===== config.mk =====
export PLATFORM = sky130hd
export DESIGN_NAME = div32_seq
export DESIGN_NICKNAME = d
export VERILOG_FILES = /design/src/rtl/klp32_div_pkg.sv /design/src/rtl/subtract32.sv /design/src/rtl/div32_seq.sv
export SDC_FILE = /design/constraint.sdc
export NUM_CORES = 1
export LEC_CHECK = 0
export CAP_MARGIN = 30
export CORE_MARGIN = 8
export CORE_UTILIZATION = 62
export CTS_CLUSTER_SIZE = 8
export DETAILED_ROUTE_END_ITERATION = 16
export PLACE_DENSITY = 0.9
export SETUP_SLACK_MARGIN = 0.15
export SLEW_MARGIN = 20
export SYNTH_ARGS = -nofsm -noshare
export SYNTH_HDL_FRONTEND = slang
export SYNTH_SLANG_ARGS = --single-unit

===== constraint.sdc =====
create_clock -name clk -period 12.85 [get_ports clk]
set_input_delay 2.57 -clock clk [delete_from_list [all_inputs] [get_ports clk]]
set_output_delay 2.57 -clock clk [all_outputs]
set_load 0.01 [all_outputs]

===== src/rtl/klp32_div_pkg.sv =====
// Shared types and constants for the KLP32 sequential divide unit.
package klp32_div_pkg;

   typedef enum logic [1:0] {
      IDLE = 2'd0,
      CALC = 2'd1,
      FIX  = 2'd2,
      DONE = 2'd3
   } state_t;

   // funct3[1:0] encodings of the RV32M divide group
   localparam logic [1:0] OP_DIV  = 2'b00;
   localparam logic [1:0] OP_DIVU = 2'b01;
   localparam logic [1:0] OP_REM  = 2'b10;
   localparam logic [1:0] OP_REMU = 2'b11;

   localparam int unsigned ITER_COUNT = 32;
   localparam int unsigned CNT_W      = 5;

   localparam logic [31:0] DIV0_QUOT = 32'hFFFF_FFFF;
   localparam logic [31:0] INT_MIN   = 32'h8000_0000;

endpackage


===== src/rtl/subtract32.sv =====
// 32-bit subtractor; borrow is set when a < b (unsigned).
module subtract32 (
   input  logic [31:0] a,
   input  logic [31:0] b,
   output logic [31:0] diff,
   output logic        borrow
);

   // Widen by one bit so the carry-out becomes the borrow flag
   assign {borrow, diff} = {1'b0, a} - {1'b0, b};

endmodule


===== src/rtl/div32_seq.sv =====
// Multi-cycle RV32M restoring divider (DIV/DIVU/REM/REMU).
// Optional macro DIV32_SIGNED_EN enables signed DIV/REM; without it every op is unsigned.
module div32_seq
   import klp32_div_pkg::*;
#(
   parameter bit FAST_SPECIAL = 1'b1
) (
   input  logic        clk,
   input  logic        rst,
   input  logic        start,
   input  logic [1:0]  op,
   input  logic [31:0] dividend,
   input  logic [31:0] divisor,
   input  logic        flush,
   output logic        busy,
   output logic        done,
   output logic [31:0] result
);

   localparam logic [CNT_W-1:0] CNT_LAST = CNT_W'(ITER_COUNT - 1);

   state_t            state_q, state_d;
   logic [31:0]       dvd_q, dvs_q, part_q, orig_q;
   logic [CNT_W-1:0]  cnt_q;
   logic              rem_q, div0_q;

   logic              accept, div0_in, ovf_in, special_in, take_fast;
   logic [31:0]       dvd_mag, dvs_mag, spec_res;
   logic [32:0]       shifted;
   logic [31:0]       sub_diff, part_nxt, quo_fix, rem_fix, fix_res;
   logic              sub_borrow, take;

`ifdef DIV32_SIGNED_EN
   logic              neg_quo_q, neg_rem_q, ovf_q;
   logic              sgn_in, dvd_neg_in, dvs_neg_in;

   // Sign-magnitude conversion of the incoming operands
   assign sgn_in     = ~op[0];
   assign dvd_neg_in = sgn_in & dividend[31];
   assign dvs_neg_in = sgn_in & divisor[31];
   assign dvd_mag    = dvd_neg_in ? (~dividend + 32'd1) : dividend;
   assign dvs_mag    = dvs_neg_in ? (~divisor + 32'd1) : divisor;
   assign ovf_in     = sgn_in & (dividend == INT_MIN) & (divisor == 32'hFFFF_FFFF);
`else
   logic              unused_op0;

   // op[0] only distinguishes signed from unsigned, which this build does not support
   assign unused_op0 = op[0];
   assign dvd_mag    = dividend;
   assign dvs_mag    = divisor;
   assign ovf_in     = 1'b0;
`endif

   assign div0_in    = (divisor == 32'd0);
   assign special_in = div0_in | ovf_in;
   assign take_fast  = FAST_SPECIAL && special_in;
   assign accept     = (state_q == IDLE) && start && !flush;

   // Forced result for a special case short-circuited at accept
   always_comb begin
      spec_res = 32'd0;
      if (div0_in) spec_res = op[1] ? dividend : DIV0_QUOT;
      else         spec_res = op[1] ? 32'd0 : INT_MIN;
   end

   // One restoring step: shift in the next dividend bit and try the subtract
   assign shifted  = {part_q, dvd_q[31]};
   assign take     = shifted[32] | ~sub_borrow;
   assign part_nxt = take ? sub_diff : shifted[31:0];

   subtract32 u_sub (
      .a      (shifted[31:0]),
      .b      (dvs_q),
      .diff   (sub_diff),
      .borrow (sub_borrow)
   );

   // Sign fixup and forced values applied once the iterations are finished
   always_comb begin
      quo_fix = dvd_q;
      rem_fix = part_q;
`ifdef DIV32_SIGNED_EN
      if (neg_quo_q) quo_fix = ~dvd_q + 32'd1;
      if (neg_rem_q) rem_fix = ~part_q + 32'd1;
      if (ovf_q) begin
         quo_fix = INT_MIN;
         rem_fix = 32'd0;
      end
`endif
      if (div0_q) begin
         quo_fix = DIV0_QUOT;
         rem_fix = orig_q;
      end
      fix_res = rem_q ? rem_fix : quo_fix;
   end

   // State register
   always_ff @(posedge clk or posedge rst) begin
      if (rst) state_q <= IDLE;
      else     state_q <= state_d;
   end

   // Next-state logic; flush overrides every transition
   always_comb begin
      state_d = state_q;
      case (state_q)
         IDLE: if (start) state_d = take_fast ? DONE : CALC;
         CALC: if (cnt_q == CNT_LAST) state_d = FIX;
         FIX:  state_d = DONE;
         DONE: state_d = IDLE;
         default: state_d = IDLE;
      endcase
      if (flush) state_d = IDLE;
   end

   // Registered handshake outputs decoded from the next state
   always_ff @(posedge clk or posedge rst) begin
      if (rst) begin
         busy <= 1'b0;
         done <= 1'b0;
      end else begin
         busy <= (state_d != IDLE);
         done <= (state_d == DONE);
      end
   end

   // Operand capture, iteration datapath and result register
   always_ff @(posedge clk or posedge rst) begin
      if (rst) begin
         dvd_q     <= 32'd0;
         dvs_q     <= 32'd0;
         part_q    <= 32'd0;
         orig_q    <= 32'd0;
         cnt_q     <= '0;
         rem_q     <= 1'b0;
         div0_q    <= 1'b0;
         result    <= 32'd0;
`ifdef DIV32_SIGNED_EN
         neg_quo_q <= 1'b0;
         neg_rem_q <= 1'b0;
         ovf_q     <= 1'b0;
`endif
      end else if (accept) begin
         dvd_q     <= dvd_mag;
         dvs_q     <= dvs_mag;
         part_q    <= 32'd0;
         orig_q    <= dividend;
         cnt_q     <= '0;
         rem_q     <= op[1];
         div0_q    <= div0_in;
`ifdef DIV32_SIGNED_EN
         neg_quo_q <= dvd_neg_in ^ dvs_neg_in;
         neg_rem_q <= dvd_neg_in;
         ovf_q     <= ovf_in;
`endif
         if (take_fast) result <= spec_res;
      end else if (state_q == CALC && !flush) begin
         part_q <= part_nxt;
         dvd_q  <= {dvd_q[30:0], take};
         cnt_q  <= cnt_q + CNT_W'(1);
      end else if (state_q == FIX && !flush) begin
         result <= fix_res;
      end
   end

endmodule


==> results of run 1 <==
==> where the power goes <==
part | total, W | switching, W | internal, W
Combinational | 0.000946 | 0.000548 | 0.000398
Sequential | 0.000743 | 0.000104 | 0.000639
Clock | 0.000539 | 0.000217 | 0.000322
==> state kept, by name (all words and copies together) (netlist names), 2 cells and up <==
register	count
state_q	2
dvs_q	32
part_q	32
cnt_q	5
result	32
dvd_q	32
orig_q	32
==> cell families after synthesis <==
kind of cell	after synthesis	share of synthesized area (%)
simple gates	366	17.3
compound gates	274	17.6
flops	171	44.8
buf+inv	110	4.70
mux	69	8.05
fa+ha+maj	35	4.66
xor+xnor	32	2.93
==> worst max-delay path by stage <==
stage                     startpoint    endpoint
after detailed placement  divisor[5]  result[16]
after floorplan                  rst        busy
after global routing      divisor[5]   result[8]
after CTS                 divisor[5]  result[16]
final                     divisor[5]  result[16]
after global placement    divisor[5]  result[12]
==> worst max-delay path, stage by stage <==
cell and delay, ns:
clkdlybuf4s50_1 0.43, nor4_1 0.71, nand4_1 0.16, nor3_1 0.57
a21o_1 0.14, buf_4 0.40, mux2_2 0.40
==> through the flow <==
step | worst slack (ns) | utilization [%] | std cells | power, W | instance area, um^2
6_report | 7.74 | 74.6 | 1319 | 0.00223 | 11300
5_1_grt | 7.71 | 74.6 | 1319 | 0.00236 | 11300
4_1_cts | 7.80 | 74.2 | 1316 | 0.00220 | 11200
3_5_place_dp | 7.35 | 70.1 | 1284 | 0.00166 | 10600
3_3_place_gp | 7.41 | 70.1 | 1284 | 0.00163 | 10600
2_1_floorplan | 5.65 | - | 1057 | 0.00145 | 9560
==> per-layer routing <==
layer	vias up	wire length (um)
li1	3851	-
met1	4069	10700
met2	403	12500
met3	84	1790
met4	0	1150
met5	-	0
==> final cells by class <==
| type | count | area, um^2 | share of cell area [%] |
|---|---|---|---|
| multi-input cells | 776 | 4860 | 43.0 |
| flip-flops and latches | 171 | 4280 | 37.9 |
| repair buffers | 116 | 1170 | 10.4 |
| clock buffers | 23 | 478 | 4.23 |
| well taps | 188 | 235 | 2.08 |
| inverters | 36 | 140 | 1.24 |
| clock inverters | 9 | 136 | 1.21 |
==> cell usage in the layout, fill, tap and decap left out, drive strengths merged, types with 18 or more instances in the layout <==
master	Yosys	final
a21oi	82	82
clkbuf	52	23
clkdlybuf4s50	0	102
dfrtp	171	171
ha	34	34
inv	36	37
mux2	63	63
nand2	227	227
nand3	37	37
nor2	25	25
nor3b	33	33
o21ai	80	80
o22ai	32	32
xnor2	18	18
==> impl_metrics.py, run 1 <==
metrics = {
    "status": {
        "status": "finished clean",
    },
    "global_routing": {
        "grt_use_total_pct": 26.7,
        "grt_pass1_vias": 8466,
        "top_usage_layer": "met2",
        "grt_max_degree": 106,
        "antenna_found_initial": 0,
        "grt_pass1_wl_um": 42500,
        "grt_overflow": 0,
        "met1_usage_pct": 33.5,
        "met2_usage_pct": 43.8,
        "grt.met3_usage_pct": 4.89,
    },
    "final_layout": {
        "area_delta_synth_final_pct": 18.2,
        "nNetsFinal": 1223,
        "num-fill-cells": 1035,
        "antenna_cells": 0,
        "final_layout_size_suffix_gt1_share_pct": 10.5,
    },
    "clocking": {
        "cts_tree": "done",
        "clk_pin_slew_worst_paths_ns": 0.07,
        "postCtsSetupBuffers": 0,
        "cts_made_buffers": 17,
        "cts-hold-fix-buffers": 0,
        "clk-insertion-delay-late_ns": 0.44,
        "post_cts_resized": 0,
        "cts_max_level": 4,
        "cts.sink_count": 171,
        "root_buffer": "clkbuf_16",
        "clock_path_buffers": 2,
    },
    "worst_setup_path": {
        "reg2regPathDepth": 12,
        "cp-end-kind": "register",
        "cp_data_arrival_time_ns": 5.43,
        "worstReg2RegEnd": "part_q[27]",
        "crit_fanout": 34,
        "cp_data_required_time_ns": 13.17,
        "start_kind": "input pin",
        "crit_type": "in -> reg",
        "r2r_start": "dvd_q[31]",
        "r2r_slack_ns": 9.01,
    },
    "synth": {
        "async_flop_share_pct": 100,
        "synth-main-ff-cell": "dfrtp_1",
        "synth.avg_cell_area_um2": 9.05,
        "synth_area_leader_cell": "dfrtp_1",
        "syn_area_um2": 9560,
        "syn_nets": 1162,
        "synth_warnings": 0,
        "synth_most_common_cell": "nand2_1",
        "yosysSeqAreaShare_pct": 44.8,
        "ys_ff_latch": 171,
        "syn_inst": 1057,
        "ys_types": 58,
        "netlist.area_leader.share_pct": 44.8,
        "synth_edf_count": 0,
        "synth_area_leaders": "dfrtp_1 (45%), nand2_1 (8.9%), mux2_2 (7.4%)",
        "synthTopCellsByCount": "nand2_1 (227), dfrtp_1 (171), a21oi_1 (82), o21ai_0 (77), mux2_2 (63)",
    },
    "floorplanning": {
        "ioPinCount": 104,
        "start_util_pct": 63.1,
        "rows": 45,
        "die-area_um2": 19700,
        "core-area_um2": 15100,
        "die_x_um": 140,
        "dieHeight_um": 140,
    },
    "timing": {
        "finalHoldViolations": 0,
        "relSlewSlack_pct": 39.3,
        "fmax_ghz": 0.196,
        "whs_ns": 0.478,
        "tns_ns": 0,
        "min_period_ns": 5.11,
        "grt_setup_unrepaired": "no",
        "tightestPinTransition_ns": 0.910,
        "slew_violations": 0,
        "setup_viol": 0,
        "fin_skew_ns": 0.00796,
        "period_share_pct": 39.7,
    },
    "route": {
        "wl_per_cell_um": 19.8,
        "drtAntennaViolNets": 0,
        "totalWireLength_um": 26100,
        "drtPass1Iterations": 5,
        "drtIter0Drc": 868,
        "drc": 0,
        "dr_total_vias": 8407,
        "vias_per_cell": 6.37,
    },
    "power_and_ir_drop": {
        "leakage_nw": 5.25,
        "pwr_density_cell_nw_per_um2": 197,
        "ir_worst_vdd_v": 0.000133,
    },
    "worst_hold_path": {
        "hp-start": "orig_q[6]",
        "min_to": "orig_q[6]",
        "min_path_type": "reg -> reg",
        "holdPathStages": 2,
    },
    "placed_design": {
        "gp_congestion": 0.899,
        "dp_hpwl_um": 16900,
        "portBuffers": 102,
    },
    "flow_run": {
        "maxCapViolCount": 0,
    },
}
Note: power is estimated with default switching activity, not from simulation.
==> run 2: changes to the inputs <==
--- a/config.mk
+++ b/config.mk
@@ -7,10 +7,10 @@
 export LEC_CHECK = 0
 export CAP_MARGIN = 30
 export CORE_MARGIN = 8
-export CORE_UTILIZATION = 62
+export CORE_UTILIZATION = 57
 export CTS_CLUSTER_SIZE = 8
 export DETAILED_ROUTE_END_ITERATION = 16
-export PLACE_DENSITY = 0.9
+export PLACE_DENSITY = 0.84
 export SETUP_SLACK_MARGIN = 0.15
 export SLEW_MARGIN = 20
 export SYNTH_ARGS = -nofsm -noshare
==> constraint.sdc (replaced) <==
create_clock -name clk -period 4.94 [get_ports clk]
set_input_delay 0.988 -clock clk [delete_from_list [all_inputs] [get_ports clk]]
set_output_delay 0.988 -clock clk [all_outputs]
set_load 0.01 [all_outputs]
==> impl_metrics.py, run 2 (synthesis results as in run 1) <==
metrics = {
    "status": {
        "status": "finished clean",
    },
    "final_layout": {
        "area_delta_synth_final_pct": 19.2,
        "antenna_cells": 0,
        "final_common_cell": "nand2_1",
        "most-common-layout-cells": "nand2_1 (227), dfrtp_1 (171), clkdlybuf4s50_1 (102)",
        "final_layout_size_suffix_gt1_share_pct": 10.5,
        "nNetsFinal": 1226,
    },
    "timing": {
        "tns_ns": 0,
        "setup_viol": 0,
        "period_share_pct": 76.1,
        "min_period_ns": 3.76,
        "fin_skew_ns": 0.00618,
        "slew_violations": 0,
        "tightestPinTransition_ns": 0.905,
        "fmax_ghz": 0.266,
        "relSlewSlack_pct": 39.6,
        "grt_setup_unrepaired": "no",
        "finalHoldViolations": 0,
    },
    "worst_hold_path": {
        "min_to": "orig_q[4]",
        "holdPathStages": 2,
        "hp-start": "orig_q[4]",
        "min_path_type": "reg -> reg",
    },
    "placed_design": {
        "dp_hpwl_um": 17300,
        "gp_congestion": 0.908,
        "portBuffers": 102,
    },
    "route": {
        "drtIter0Drc": 668,
        "vias_per_cell": 6.03,
        "dr_total_vias": 8150,
        "wl_per_cell_um": 18.7,
        "drc": 0,
        "totalWireLength_um": 25300,
        "drtAntennaViolNets": 0,
        "drtPass1Iterations": 5,
    },
    "floorplanning": {
        "ioPinCount": 104,
        "dieHeight_um": 146,
        "start_util_pct": 58.1,
        "die_x_um": 146,
        "core-area_um2": 16500,
        "rows": 47,
        "die-area_um2": 21200,
    },
    "worst_setup_path": {
        "crit_fanout": 27,
        "start_kind": "register",
        "cp_data_required_time_ns": 5.23,
        "r2r_slack_ns": 1.18,
        "worstReg2RegEnd": "part_q[26]",
        "cp-end-kind": "register",
        "r2r_start": "dvd_q[31]",
        "reg2regPathDepth": 12,
        "cp_data_arrival_time_ns": 4.05,
        "crit_type": "reg -> reg",
    },
    "global_routing": {
        "grt_pass1_wl_um": 41600,
        "grt_overflow": 0,
        "grt_pass1_vias": 8263,
        "grt_max_degree": 81,
        "antenna_found_initial": 0,
        "grt_use_total_pct": 23.9,
    },
    "clocking": {
        "clk-insertion-delay-late_ns": 0.43,
        "cts-hold-fix-buffers": 0,
        "clk_pin_slew_worst_paths_ns": 0.06,
        "clock_path_buffers": 2,
        "cts_max_level": 4,
        "cts_made_buffers": 17,
        "root_buffer": "clkbuf_16",
        "postCtsSetupBuffers": 0,
        "cts_tree": "done",
        "post_cts_resized": 0,
        "cts.sink_count": 171,
    },
    "power_and_ir_drop": {
        "leakage_nw": 5.27,
        "fin_total_pwr_w": 0.00582,
        "ir_worst_vdd_v": 0.000328,
        "pwr_density_cell_nw_per_um2": 510,
    },
    "flow_run": {
        "maxCapViolCount": 0,
    },
}
[run 2: final cells by class]
class	instances	area (um^2)
Fill cell	1211	5070
Multi-Input combinational cell	776	4860
Sequential cell	171	4280
Timing Repair Buffer	119	1240
Clock buffer	23	468
Tap cell	220	275
Clock inverter	7	140
Inverter	36	139
[run 2: power breakdown]
| part | total [W] | switching, W | internal (W) |
|---|---|---|---|
| clock | 0.00141 | 0.000545 | 0.000868 |
| combinational | 0.00248 | 0.00143 | 0.00104 |
| sequential | 0.00193 | 0.000262 | 0.00166 |
[run 2: worst max-delay path by stage]
| stage | start | end | depth (start not counted) |
|---|---|---|---|
| 2_1_floorplan | rst | busy | 1 |
| 5_1_grt | dvd_q[31] | part_q[30] | 12 |
| 4_1_cts | dvd_q[31] | part_q[26] | 12 |
| 6_report | dvd_q[31] | part_q[26] | 12 |
| 3_5_place_dp | divisor[6] | result[17] | 7 |
| 3_3_place_gp | divisor[5] | result[9] | 7 |
[run 2: worst max-delay path, stage by stage, from the launching register on]
cell	delay (ns)
dfrtp_1	0.38
inv_1	0.09
ha_1	0.18
inv_1	0.06
fa_1	0.44
a211oi_2	0.24
o211ai_1	0.14
a211o_1	0.33
a41oi_2	0.29
o21ai_2	0.14
or3_1	0.70
nand2_1	0.47
o21ai_0	0.16
[run 2: per-stage QoR]
stage               util (%)  std cells  hold slack, ns  worst slack, ns  instance area (um^2)
floorplan                  -       1057           0.446             1.77                  9570
detailed placement      65.4       1321           0.463             1.05                 10800
global route            69.2       1352           0.504            0.968                 11400
CTS                     69.1       1351           0.479             1.24                 11400
global placement        65.2       1319           0.457             1.14                 10700
finish                  69.2       1352           0.478             1.18                 11400
[run 2: layer usage]
layer / GRT usage (%) / wire, um / up-vias
met5: 0 / 0 / -
met4: 11.2 / 886 / 0
li1: - / - / 3859
met1: 29.6 / 10900 / 3945
met2: 38.7 / 12200 / 288
met3: 5.60 / 1380 / 58
==> run 3: changes to the inputs <==
==> constraint.sdc (replaced) <==
create_clock -name clk -period 3.5 [get_ports clk]
set_input_delay 0.7 -clock clk [delete_from_list [all_inputs] [get_ports clk]]
set_output_delay 0.7 -clock clk [all_outputs]
set_load 0.01 [all_outputs]
==> impl_metrics.py, run 3 (synthesis results as in run 1) <==
metrics = {
    "route": {
        "dr_total_vias": 8224,
        "vias_per_cell": 6.06,
        "drtPass1Iterations": 5,
        "wl_per_cell_um": 18.2,
        "totalWireLength_um": 24700,
        "drtIter0Drc": 661,
        "drtAntennaViolNets": 0,
        "drc": 0,
    },
    "worst_setup_path": {
        "r2r_start": "dvd_q[31]",
        "critical_path.slowest_cell": "or3_4",
        "r2r_slack_ns": 0.33,
        "cp_data_required_time_ns": 3.82,
        "cp_data_arrival_time_ns": 3.49,
        "start_kind": "register",
        "worstPathCellList": "inv_2 > ha_2 > inv_1 > fa_2 > a211oi_2 > o211ai_1 > a211o_1 > a41oi_4 > o21ai_4 > or3_4 > buf_12 > nor2_1 > a21oi_1 > a22o_1",
        "worstReg2RegEnd": "part_q[11]",
        "reg2regPathDepth": 14,
        "crit_fanout": 23,
        "crit_type": "reg -> reg",
        "cp-end-kind": "register",
        "slowest_delay_ns": 0.39,
    },
    "global_routing": {
        "grt_pass1_wl_um": 41000,
        "antenna_found_initial": 1,
        "grt_pass1_vias": 8119,
        "grt_overflow": 0,
        "grt_max_degree": 172,
        "grt_use_total_pct": 23.4,
    },
    "floorplanning": {
        "dieHeight_um": 146,
        "start_util_pct": 58.1,
        "core-area_um2": 16500,
        "die-area_um2": 21200,
        "ioPinCount": 104,
        "rows": 47,
        "die_x_um": 146,
    },
    "final_layout": {
        "num-fill-cells": 1237,
        "most-common-layout-cells": "nand2_1 (226), dfrtp_1 (171), clkdlybuf4s50_1 (102)",
        "multi_input_area_um2": 4890,
        "nNetsFinal": 1229,
        "final_layout_size_suffix_gt1_share_pct": 11.1,
        "antenna_cells": 0,
        "regArea_um2": 4280,
        "final_common_cell": "nand2_1",
        "fin_area_um2": 11400,
        "area_delta_synth_final_pct": 19.2,
    },
    "power_and_ir_drop": {
        "ir_worst_vdd_v": 0.000455,
        "fin_total_pwr_w": 0.00812,
        "leakage_nw": 5.26,
        "pwr_density_cell_nw_per_um2": 713,
    },
    "placed_design": {
        "portBuffers": 102,
        "post_dp_cell_area_um2": 10800,
        "gp_congestion": 0.919,
        "dp_hpwl_um": 16400,
    },
    "worst_hold_path": {
        "holdPathStages": 2,
        "min_to": "orig_q[14]",
        "min_path_type": "reg -> reg",
        "hp-start": "orig_q[14]",
    },
    "clocking": {
        "clk-insertion-delay-late_ns": 0.43,
        "cts.sink_count": 171,
        "root_buffer": "clkbuf_16",
        "cts_tree": "done",
        "cts-hold-fix-buffers": 0,
        "cts_made_buffers": 17,
        "cts_max_level": 4,
        "clk_pin_slew_worst_paths_ns": 0.06,
        "clock_path_buffers": 2,
    },
    "timing": {
        "relSlewSlack_pct": 38.2,
        "fin_skew_ns": 0.00702,
        "grt_setup_unrepaired": "no",
        "tightestPinTransition_ns": 0.927,
        "setup_viol": 0,
        "slew_violations": 0,
        "fmax_ghz": 0.315,
        "finalHoldViolations": 0,
        "tns_ns": 0,
        "period_share_pct": 90.7,
        "min_period_ns": 3.17,
    },
    "status": {
        "status": "finished clean",
    },
    "flow_run": {
        "maxCapViolCount": 0,
    },
}
==> run 3: critical path: cells and delay by family (launching register included) <==
kind            cells  cell delay (ns)
compound gates      7             1.36
fa+ha+maj           2             0.54
buf+inv             3             0.30
flops               1             0.38
simple gates        2             0.48
==> run 3: worst max path at each step <==
| stage | startpoint | end | slack, ns | depth (start not counted) |
|---|---|---|---|---|
| after floorplan | dvd_q[31] | part_q[5] | 0.52 | 15 |
| after global placement | dvd_q[31] | part_q[15] | 0.26 | 14 |
| after detailed placement | dvd_q[31] | part_q[19] | 0.20 | 14 |
| after CTS | dvd_q[31] | part_q[11] | 0.17 | 14 |
| after global routing | dvd_q[31] | part_q[19] | 0.17 | 14 |
| final | dvd_q[31] | part_q[11] | 0.33 | 14 |
==> run 3: layer usage <==
layer  global-route usage (%)  vias to the layer above  part of all wire [%]
met2                     38.4                      322                    49
met4                     8.90                        2                   2.9
met1                     29.5                     3982                    42
met3                     5.66                       57                   6.3
li1                         -                     3861                     -
met5                        0                        -                 0.053
==> run 3: repair_timing <==
action                                  4_1_cts  5_1_grt
endpoints found under the setup margin        1       24
gates cloned                                  0        0
hold endpoints to repair                      0        0
setup buffers                                 0        1
pin swaps                                     0        3
gates resized for setup                       1        6
==> run 3: power by group <==
part,internal (W),switching (W)
Sequential,0.00235,0.000360
Clock,0.00106,0.000759
Combinational,0.00157,0.00202
==> run 3: area by class of cell <==
class,instances,share of cell area (%)
inverter,36,1.22
timing repair buffer,122,11.0
multi-input combinational,776,42.9
clock buffer,24,4.05
sequential,171,37.5
clock inverter,7,0.812
tap,220,2.42
==> run 3: per-stage QoR <==
stage | hold WS, ns | worst slack (ns) | utilization (%) | std cells
global placement | 0.457 | 0.263 | 65.6 | 1324
floorplan | 0.446 | 0.521 | - | 1057
global route | 0.497 | 0.173 | 69.2 | 1356
CTS | 0.479 | 0.171 | 69.1 | 1355
detailed placement | 0.463 | 0.200 | 65.6 | 1324
finish | 0.475 | 0.327 | 69.2 | 1356
==> patch, RTL diff (flow settings as in run 2) <==
`FAST_SPECIAL`: 1'b1 -> 1'b0.
--- a/src/rtl/div32_seq.sv
+++ b/src/rtl/div32_seq.sv
@@ -4,5 +4,5 @@
    import klp32_div_pkg::*;
 #(
-   parameter bit FAST_SPECIAL = 1'b1
+   parameter bit FAST_SPECIAL = 1'b0
 ) (
    input  logic        clk,
Formal check against the unedited RTL: not equivalent (Yosys sat finds a counterexample within 4 cycles, from zero or initial values and one cycle with rst high).
==> patch against run 2 <==
  * Via count fell by 2.5%
  * Final area fell by 4.0%
  * Global-route usage up 1.1 points
  * Synthesized area shrank 4.5%
  * Setup slack worse by 92 ps
  * Clock power is 5% lower
  * Die area shrank 4.0%
  * Power decreased by 3.4%
  * Sequential share of layout area rose by 1.6 points
  * Synthesized cell count decreased by 4.0%
  * Wire length shrank 3.4%
  * Sequential cell count is the same
  * Critical endpoint is now part_q[0]
==> patch: results (changes against run 2) <==
GRT
  • Met2 demand-to-capacity share in global routing: 0.419 (+0.0312)
  • Pin count of the biggest net entering global routing: 86 (+6.2%)
  • Global-route wire length before repair: 40.3 mm (-3.0%)
  • Routing usage on met1: 0.300 (+0.00313)
  • Fraction of met3 tracks used by global routing: 0.0463 (-0.00968)
  • Vias in the first global route: 8089 (-2.1%)
  • Gr usage total: 0.249 (+0.0106)

Detailed routing
  • Number of DRC violations after detailed-routing iteration 0: 679 (+1.6%)
  • Detail Route met2 WL: 12.0 mm (-1.4%)
  • First-pass detailed-route iteration total: 5 (unchanged)
  • Detailed-route vias per instance: 6.02 (-0.20%)
  • Wire length on met1: 10.1 mm (-7.1%)
  • Routed vias: 7947 (-2.5%)
  • Total detailed-routing wirelength: 24.4 mm (-3.4%)

Finish
  • Seq/total area: 0.391 (+0.0157)
  • Utilization after layout: 0.694 (+0.00150)
  • Number of buffers outside the clock class in the layout: 116 (-2.5%)
  • Clock buffer instance count of the final layout: 19 (-17%)
  • Multi-input comb cells: 743 (-4.3%)
  • Non-clock buffer share of cell area: 0.108 (-0.000483)
  • Clk cell area share: 0.0534 (+0.0000601)
  • Fill count: 1195 (-1.3%)
  • Fraction of final layout cells with drive strength greater than 1: 0.0842 (-0.0210)
  • NumNets Final: 1197 (-2.4%)
  • Area of the multi-input gates: 4460 sq um (-8.2%)

Placed design
  • Instance area after placement: 10300 sq um (-4.1%)
  • Pre-CTS setup slack: 1200 ps (+158 ps)
  • Number of cells in the design after placement: 1288 (-2.5%)

Timing
  • Hold WS: 474 ps (-3.48 ps)
  • Time the final worst path needs with I/O delays and setup: 3850 ps (+92.3 ps)
  • Tightest Pin Transition: 886 ps (-19.1 ps)
  • Clock Skews: 9.70 ps (+3.52 ps)

Synthesis
  • Number of nets produced by synthesis: 1120 (-3.6%)
  • Ranking of synthesized cells by instance count: nand2_1, dfrtp_1, o21ai_0
  • Synthesized flop and latch total: 171 (unchanged)
  • Mux share of post-synthesis cell area: 0.0711 (-0.00934)
  • Adder-cell area share of the yosys netlist: 0.0488 (+0.00221)
  • Top area cells in the synthesized netlist: dfrtp_1, nand2_1, o21ai_0
  • Cell variety after synth: 61 (+5.2%)

Min path
  • Endpoint, Worst Hold: orig_q[6]

Run status
  • Result of the run: finished clean

Worst setup path
  • Worst Path Max Fanout: 19 (-30%)
  • Element type at the critical path end: flip-flop
  • Worst setup path startpoint: dvd_q[31]
  • Worst EP arrival: 4170 ps (+120 ps)
  • Cell with the largest stage delay on the worst path: and2_1
  • Worst reg2reg path endpoint: part_q[0]
  • Maximum single-stage delay on the critical path: 720 ps (+20 ps)
  • Register-to-Register Setup Slack: 1090 ps (-90 ps)

Pwr
  • Switching power of the nets: 2.20 mW (-1.7%)
  • Static Leakage: 5.04 nW (-4.4%)
  • Max VDD drop: 0.343 mV (+4.4%)

Clock tree
  • Largest buffer count on any clock path: 2 (unchanged)
[patch: cell types whose count changed after synthesis, moves of 5 or more]
cell	change
a21o_1	-5
o21ai_1	+8
nand3_1	-18
xor2_1	-9
buf_2	-5
nand2_1	+27
o21ai_0	+37
a22o_1	-12
clkbuf_1	-6
inv_1	+7
mux2_2	-32
a21oi_1	-43
mux2i_1	+24
nor3b_1	-32
[patch: power by group through the flow]
stage / Sequential (mW) / Combinational, mW / Clock [mW]
finish: 1.93 / 2.35 / 1.34
global route: 1.96 / 2.61 / 1.40
CTS: 1.92 / 2.32 / 1.35
detailed placement: 1.95 / 2.29 / 0
global placement: 1.93 / 2.23 / 0
floorplan: 1.83 / 1.85 / 0
[patch: cell families after synthesis]
| group | Yosys count |
|---|---|
| simple gates | 357 |
| compound gates | 266 |
| flops | 171 |
| buf+inv | 101 |
| mux | 61 |
| fa+ha+maj | 35 |
| xor+xnor | 24 |
